### config.mk
export PLATFORM = sky130hd
export DESIGN_NAME = sys_bus_fabric
export DESIGN_NICKNAME = d
export VERILOG_FILES = /design/src/rtl/sys_bus_fabric.sv
export SDC_FILE = /design/constraint.sdc
export NUM_CORES = 1
export LEC_CHECK = 0
export ABC_CLOCK_PERIOD_IN_PS = 1600
export CORE_UTILIZATION = 25
export CTS_BUF_LIST = sky130_fd_sc_hd__clkbuf_8
export CTS_CLUSTER_DIAMETER = 40
export CTS_CLUSTER_SIZE = 40
export DETAILED_ROUTE_END_ITERATION = 6
export DONT_BUFFER_PORTS = 1
export GPL_TIMING_DRIVEN = 0
export SYNTH_ARGS = -nofsm -noshare
export SYNTH_HDL_FRONTEND = slang
export SYNTH_SLANG_ARGS = --single-unit
### constraint.sdc
create_clock -name clk -period 1.6 [get_ports clk]
set_input_delay 0.32 -clock clk [delete_from_list [all_inputs] [get_ports clk]]
set_output_delay 0.32 -clock clk [all_outputs]
set_load 0.01 [all_outputs]
### src/rtl/sys_bus_fabric.sv
// rtl/sys_bus_fabric.sv - registered mask-decoded CPU-to-slave bus fabric
// Wait states, slave-ready handshake, watchdog and bus-error response per region.
module sys_bus_fabric #(
  parameter int                   ADDR_W      = 13,
  parameter int                   DATA_W      = 8,
  parameter int                   NREG        = 2,
  parameter logic [NREG*ADDR_W-1:0] REGION_BASE = {13'h1800, 13'h0000},
  parameter logic [NREG*ADDR_W-1:0] REGION_MASK = {13'h1800, 13'h1800},
  parameter logic [NREG*4-1:0]      REGION_WAIT = {4'd0, 4'd1},
  parameter int                   TIMEOUT     = 8
) (
  input  logic                   clk,
  input  logic                   rst,
  input  logic                   cpu_req,
  input  logic                   cpu_wr,
  input  logic [ADDR_W-1:0]      cpu_addr,
  input  logic [DATA_W-1:0]      cpu_wdata,
  output logic [DATA_W-1:0]      cpu_rdata,
  output logic                   cpu_ack,
  output logic                   cpu_err,
  output logic [NREG-1:0]        sl_sel,
  output logic                   sl_rd,
  output logic                   sl_wr,
  output logic [ADDR_W-1:0]      sl_addr,
  output logic [DATA_W-1:0]      sl_wdata,
  input  logic [NREG*DATA_W-1:0] sl_rdata,
  input  logic [NREG-1:0]        sl_ready,
  output logic [7:0]             err_count
);

  localparam int IDX_W = (NREG > 1) ? $clog2(NREG) : 1;
  localparam int WD_W  = (TIMEOUT > 0) ? $clog2(TIMEOUT + 1) : 1;

  typedef enum logic [1:0] {IDLE, ACCESS, DONE, ERR} state_t;

  state_t              r_state, w_state_n;
  logic [IDX_W-1:0]    r_idx, w_idx_n;
  logic                r_wr, w_wr_n;
  logic [3:0]          r_wait, w_wait_n;
  logic [WD_W-1:0]     r_wd, w_wd_n, w_wd_inc;
  logic [ADDR_W-1:0]   r_sl_addr, w_addr_n;
  logic [DATA_W-1:0]   r_sl_wdata, w_wdata_n;
  logic [DATA_W-1:0]   r_rdata, w_rdata_n;
  logic [7:0]          r_err_count, w_cnt_n, w_cnt_sat;
  logic [NREG-1:0]     r_sl_sel, w_sel_n;
  logic                r_sl_rd, r_sl_wr, r_ack, r_err;
  logic                w_rd_n, w_slwr_n, w_ack_n, w_err_n;
  logic                w_hit;
  logic [IDX_W-1:0]    w_hit_idx;

  // Descending scan so the lowest-index matching region wins.
  always_comb begin
    w_hit     = 1'b0;
    w_hit_idx = '0;
    for (int i = NREG - 1; i >= 0; i--) begin
      if ((cpu_addr & REGION_MASK[i*ADDR_W +: ADDR_W]) ==
          (REGION_BASE[i*ADDR_W +: ADDR_W] & REGION_MASK[i*ADDR_W +: ADDR_W])) begin
        w_hit     = 1'b1;
        w_hit_idx = IDX_W'(i);
      end
    end
  end

  assign w_wd_inc  = r_wd + 1'b1;
  assign w_cnt_sat = (r_err_count == 8'hFF) ? r_err_count : r_err_count + 8'd1;

  always_comb begin
    w_state_n = r_state;
    w_idx_n   = r_idx;
    w_wr_n    = r_wr;
    w_wait_n  = r_wait;
    w_wd_n    = r_wd;
    w_addr_n  = r_sl_addr;
    w_wdata_n = r_sl_wdata;
    w_rdata_n = r_rdata;
    w_cnt_n   = r_err_count;
    case (r_state)
      IDLE: begin
        if (cpu_req) begin
          w_addr_n  = cpu_addr;
          w_wdata_n = cpu_wdata;
          w_wr_n    = cpu_wr;
          if (w_hit) begin
            w_state_n = ACCESS;
            w_idx_n   = w_hit_idx;
            w_wait_n  = REGION_WAIT[w_hit_idx*4 +: 4];
            w_wd_n    = '0;
          end else begin
            w_state_n = ERR;
            w_rdata_n = '0;
            w_cnt_n   = w_cnt_sat;
          end
        end
      end
      ACCESS: begin
        w_wd_n = w_wd_inc;
        // Watchdog expiry beats a same-cycle ready.
        if ((TIMEOUT != 0) && (w_wd_inc == WD_W'(TIMEOUT))) begin
          w_state_n = ERR;
          w_rdata_n = '0;
          w_cnt_n   = w_cnt_sat;
        end else if (r_wait != 4'd0) begin
          w_wait_n = r_wait - 4'd1;
        end else if (sl_ready[r_idx]) begin
          w_state_n = DONE;
          if (!r_wr) w_rdata_n = sl_rdata[r_idx*DATA_W +: DATA_W];
        end
      end
      DONE:    w_state_n = IDLE;
      ERR:     w_state_n = IDLE;
      default: w_state_n = IDLE;
    endcase
  end

  // Output values are computed from the next state so every output comes straight from a flop.
  always_comb begin
    w_ack_n  = (w_state_n == DONE) || (w_state_n == ERR);
    w_err_n  = (w_state_n == ERR);
    w_sel_n  = (w_state_n == ACCESS) ? (NREG'(1) << w_idx_n) : '0;
    w_rd_n   = (w_state_n == ACCESS) && !w_wr_n;
    w_slwr_n = (w_state_n == ACCESS) && w_wr_n;
  end

  always_ff @(posedge clk or posedge rst) begin
    if (rst) begin
      r_state     <= IDLE;
      r_idx       <= '0;
      r_wr        <= 1'b0;
      r_wait      <= '0;
      r_wd        <= '0;
      r_sl_addr   <= '0;
      r_sl_wdata  <= '0;
      r_rdata     <= '0;
      r_err_count <= '0;
      r_sl_sel    <= '0;
      r_sl_rd     <= 1'b0;
      r_sl_wr     <= 1'b0;
      r_ack       <= 1'b0;
      r_err       <= 1'b0;
    end else begin
      r_state     <= w_state_n;
      r_idx       <= w_idx_n;
      r_wr        <= w_wr_n;
      r_wait      <= w_wait_n;
      r_wd        <= w_wd_n;
      r_sl_addr   <= w_addr_n;
      r_sl_wdata  <= w_wdata_n;
      r_rdata     <= w_rdata_n;
      r_err_count <= w_cnt_n;
      r_sl_sel    <= w_sel_n;
      r_sl_rd     <= w_rd_n;
      r_sl_wr     <= w_slwr_n;
      r_ack       <= w_ack_n;
      r_err       <= w_err_n;
    end
  end

  assign cpu_rdata = r_rdata;
  assign cpu_ack   = r_ack;
  assign cpu_err   = r_err;
  assign sl_sel    = r_sl_sel;
  assign sl_rd     = r_sl_rd;
  assign sl_wr     = r_sl_wr;
  assign sl_addr   = r_sl_addr;
  assign sl_wdata  = r_sl_wdata;
  assign err_count = r_err_count;

endmodule

## After elaboration in Yosys (flattened, before gate mapping)

Cells that the tools add are included.
Widths: inputs -> output; s select.

| storage, ports and cells | value |
|---|---|
| bits in registers | 55 |

| operators by class | value |
|---|---|
| order comparisons | 1 |
| reductions and logical operators | 14 |
| shift operators | 3 |
| mux-type cells | 37 |
| equal/unequal tests | 18 |
| $add $sub $neg | 3 |

Operator list:

| kind | number |
|---|---|
| $mux 8 | 10 |
| $pmux 8 s2 | 2 |
| $mux 4 | 6 |
| $pmux 4 s2 | 2 |
| $shiftx 16x5->8 | 1 |
| $logic_not 13->1 | 1 |
| $mux 2 | 6 |
| $ne 2x2->1 const B | 6 |
| $eq 2x2->1 const B | 5 |
| $mux 1 | 10 |
| $ne 3x3->1 const B | 3 |
| $add 8x1->8 const B | 1 |
| $eq 8x8->1 const B | 1 |
| $shiftx 8x4->4 const A | 1 |
| $pmux 2 s3 | 1 |
| $reduce_and 6->1 | 1 |
| $reduce_and 5->1 | 1 |
| $add 4x1->4 const B | 1 |
| $eq 2x1->1 const B | 2 |
| $eq 4x4->1 const B | 1 |
| $reduce_and 4->1 | 1 |
| $reduce_bool 4->1 | 1 |
| $sub 4x1->4 const B | 1 |
| $reduce_and 3->1 | 1 |
| 9 further kinds | 10 |

## Logic depth before layout (Yosys ltp)

| logic depth | value |
|---|---|
| depth after elaboration | 8 |
| depth in mapped cells | 7 |
| depth with buffers taken out | 7 |

## Least setup slack after synthesis

Ideal clock, no wire load.

| path | value |
|---|---|
| path type | input-to-reg |
| start point | input port cpu_addr[11] |
| end point | register r_err_count[1] (netlist: err_count[1]) |
| setup time | 0.125 ns |
| arrival time | 1.585 ns |
| cell stages on the path | 5 |
| path buffers | 0 |
| path slack | -0.110 ns |
| data required time | 1.475 ns |
| path through | ha_1 -> a21oi_1 -> or2_2 -> a211oi_4 -> mux2_2 |

| on the way | value |
|---|---|
| longest elaborated chain between the ends | 5 |

Ends and longest elaborated chain:

| item | line | source |
|---|---|---|
| start, declared | 16 | `input logic [ADDR_W-1:0] cpu_addr,` |
| $eq 2x2->1 | 56 | `if ((cpu_addr & REGION_MASK[i*ADDR_W +: ADDR_W]) ==` |
| $mux 1 | 56 |  |
| $mux 1 * | 56 |  |
| $ne 2x2->1 (no line) * | -- |  |
| $reduce_and 4->1 (no line) * | -- |  |
| end signal, assigned | 149 | `r_err_count <= w_cnt_n;` |
| end, declared | 44 | `logic [7:0] r_err_count, w_cnt_n, w_cnt_sat;` |

Every way passes the cells marked *; elsewhere a longest branch is shown, timed or not.
A chain may end at the register's enable or synchronous reset.

## Worst setup path after layout

| path | value |
|---|---|
| start point | register r_wd[1] |
| end point | register r_wait[2] |

| on the way | value |
|---|---|
| longest elaborated chain between the ends | 4 |

Ends and longest elaborated chain:

| item | line | source |
|---|---|---|
| start, declared | 40 | `logic [WD_W-1:0] r_wd, w_wd_n, w_wd_inc;` |
| start signal, assigned | 145 | `r_wd <= w_wd_n;` |
| $add 4x1->4 | 64 | `assign w_wd_inc = r_wd + 1'b1;` |
| $eq 4x4->1 | 98 | `if ((TIMEOUT != 0) && (w_wd_inc == WD_W'(TIMEOUT))) begin` |
| $ne 2x2->1 (no line) | -- |  |
| $reduce_and 5->1 (no line) | -- |  |
| end signal, assigned | 144 | `r_wait <= w_wait_n;` |
| end, declared | 39 | `logic [3:0] r_wait, w_wait_n;` |

No other way between the ends.

==> results.json <==
{
  "clock.fmax_mhz": 581.8,
  "gp_congestion": 0.7319,
  "worstSetupStartpointType": "flip-flop",
  "routed_wl_um": 5205,
  "die_w_um": 99.34,
  "die_height_um": 99.34,
  "peakVddDrop_mv": 0.6462,
  "rr_worst_depth": 5,
  "ys_ff_latch": 54,
  "drtAntennaViolNets": 0,
  "start_util_pct": 25.76,
  "critical_path_class": "flip-flop to flip-flop",
  "drtIter0Drc": 60,
  "place_inst": 295,
  "synth_top_area_share_pct": 57.05,
  "critPathMaxFanout": 5,
  "path_clk_slew_ps": 110,
  "finalNetCount": 255,
  "setup-tns-final_ps": -698.3,
  "synth_area_per_cell_um2": 12.87,
  "cts_tree": "yes",
  "antenna_found_initial": 0,
  "seqPwrFrac_pct": 44.3,
  "setup_viol": 18,
  "synthArstFlopShare_pct": 100.0,
  "wl_per_cell_um": 16.32,
  "drv_cap": 0,
  "cts_sinks": 54,
  "synthCells": 184,
  "period_share_pct": 107.4,
  "synth_area_leaders": "dfrtp_1 57%, mux2_2 11%, mux2i_1 3.8%",
  "num_antenna_cells": 0,
  "fillers": 928,
  "areaGrowthSynthToFinish_pct": 26.36,
  "grtUsageTotal_pct": 10.30,
  "r2r-end": "r_wait[2]",
  "yosysWarnings": 0,
  "clkPwrFrac_pct": 15.6,
  "switching_share_pct": 38.31,
  "holdBufCountCts": 0,
  "clock-root-buffer": "clkbuf_8",
  "drv_slew": 0,
  "grt_pass1_wl_um": 7852,
  "yosys.area.top_type": "dfrtp_1",
  "grt.overflow.total": 0,
  "crit_start": "r_wd[1]",
  "pwr_density_cell_nw_per_um2": 2068,
  "seq_area_um2": 1354,
  "violations": "negative setup slack",
  "tightest_slew_ps": 1181,
  "cts_max_path_buffers": 2,
  "synthFlopType": "dfrtp_1",
  "portBuffers": 0,
  "drcViolationCount": 0,
  "first_pass_iters": 4,
  "required_ps": 1850,
  "multi_input_area_um2": 1180,
  "pre_cts_slack_ps": -340.0,
  "viasPerCell": 4.803,
  "rows": 35,
  "relSlewSlack_pct": 21.07,
  "rsz0062_at_grt": "true",
  "r2r_start": "r_wd[1]",
  "cp-endpoint": "r_wait[2]",
  "syn-num-nets": 232,
  "htreeDepth": 2,
  "min_period_ps": 1719,
  "ios": 86,
  "fin_worst_skew_ps": 7.382,
  "clk_latency_ps": 310,
  "finalHoldViolations": 0,
  "p_leak_nw": 1.251,
  "intPower_mw": 3.818,
  "dieArea_um2": 9867,
  "post-dp-hpwl_um": 3419,
  "power.switching_mw": 2.371,
  "r2r_slack_ps": -120,
  "numCtsBuffers": 5,
  "drive_gt1_share_pct": 45.67,
  "yosysSeqAreaShare_pct": 57.05,
  "synth_edf_count": 0,
  "hold_class": "input port to asynchronous set/reset pin",
  "core_area_um2": 9196,
  "final_cell_count_no_fill": 319,
  "fin_util_pct": 32.54,
  "p_total_mw": 6.189,
  "status": "finished with violations",
  "yosys.cell_types.count": 39,
  "worstPathArrival_ps": 1970,
  "setup_ws_ps": -118.7,
  "grt_max_degree": 55,
  "grt_pass1_vias": 1522,
  "power_frac_comb_pct": 40.1,
  "dr_total_vias": 1532,
  "end_kind": "flip-flop",
  "synthesis.area_um2": 2369
}
area by class of cell:
class / instances / area share, %
tap: 111 / 4.640
sequential: 54 / 45.23
buffer: 4 / 1.129
timing repair buffer: 16 / 5.059
inverter: 4 / 0.6271
multi-input combinational: 122 / 39.42
clock inverter: 3 / 1.589
clock buffer: 5 / 2.299
worst min-delay path by stage:
stage                             from          end  slack [ps]  depth (start not counted)
after floorplan                    rst      cpu_ack         390                          1
after global placement    cpu_wdata[2]  sl_wdata[2]         470                          1
after detailed placement   cpu_addr[6]   sl_addr[6]         470                          1
after CTS                  cpu_addr[6]   sl_addr[6]         130                          1
after global routing       cpu_addr[7]   sl_addr[7]         120                          1
final                              rst        sl_rd         130                          1
sequential cells by signal (all words and copies together) (netlist names):
| register | count |
|---|---|
| sl_wr | 1 |
| sl_addr | 13 |
| r_wr | 1 |
| r_state | 1 |
| sl_sel | 2 |
| sl_wdata | 8 |
| err_count | 8 |
| sl_rd | 1 |
| r_idx | 1 |
| r_wd | 4 |
| cpu_ack | 1 |
| r_wait | 4 |
| cpu_rdata | 8 |
| cpu_err | 1 |
power by group through the flow:
stage | Sequential (mW) | Clock [mW] | Combinational, mW
final | 2.74 | 0.967 | 2.48
after global routing | 2.83 | 1.06 | 2.73
after CTS | 2.73 | 1.01 | 2.21
after detailed placement | 2.73 | 0 | 1.78
after global placement | 2.71 | 0 | 1.73
after floorplan | 2.58 | 0 | 1.48
kinds of logic after synthesis:
family                     after synthesis  synth area share, %
muxes                                   33                15.21
AOI/OAI and AO/OA                       26                9.509
and+or+nand+nor                         49                10.88
buffers and inverters                    8                1.373
xor gates and xnor gates                 9                3.328
adders and majority gates                5                2.641
DFF                                     54                57.05
critical path: stages, from the launching register on:
cell      delay [ps]
dfrtp_1          450
and3b_2          240
o211ai_4         240
nand2_4          100
or4_4            490
a21oi_2          130
routing by layer:
metal / track usage (%) / vias up / wire (µm)
met5: 0 / - / 0
met4: 2.376 / 0 / 66
met3: 4.708 / 6 / 449
met2: 18.43 / 68 / 2609
met1: 11.07 / 756 / 2080
li1: - / 702 / -
cells in the mapped netlist, drive strengths merged, types with 2 or more instances:
library cell  count
mux2i             9
nand2            16
a21o              2
nor2             10
nor3b             2
buf               2
nand2b            2
clkbuf            2
nand4             3
dfrtp            54
or2               2
inv               4
xor2              5
o21ai             5
o2bb2ai           8
xnor2             4
mux2             24
and3              3
ha                5
a21oi             2
nand3             5
cells in the final DEF (no fill, tap or decap), types with 2 or more instances in the layout:
cell       instances
dfrtp_1           52
mux2_2            22
nand2_1           13
buf_4             11
mux2i_1            9
o2bb2ai_2          7
buf_6              7
nor2_1             6
nand3_1            5
o21ai_0            5
xor2_1             5
clkbuf_8           5
xnor2_1            4
nand4_1            3
and3_1             2
nand2_4            2
nor3b_4            2
nor2_4             2
inv_2              2
mux2_4             2
nor2_2             2
ha_2               2
ha_4               2
inv_6              2
dfrtp_2            2
metrics by stage:
stage	hold slack (ps)	instance area (µm²)
global route	124.0	2993
detailed placement	474.8	2536
finish	132.1	2993
CTS	131.9	2834
floorplan	387.8	2397
global placement	472.5	2536
timing repair:
item | in CTS | in global routing
buffers inserted | 10 | 7
resized for setup | 22 | 29
endpoints found under the setup margin | 47 | 29
pin swaps | 6 | 11
Note: power is estimated with default switching activity, not from simulation.
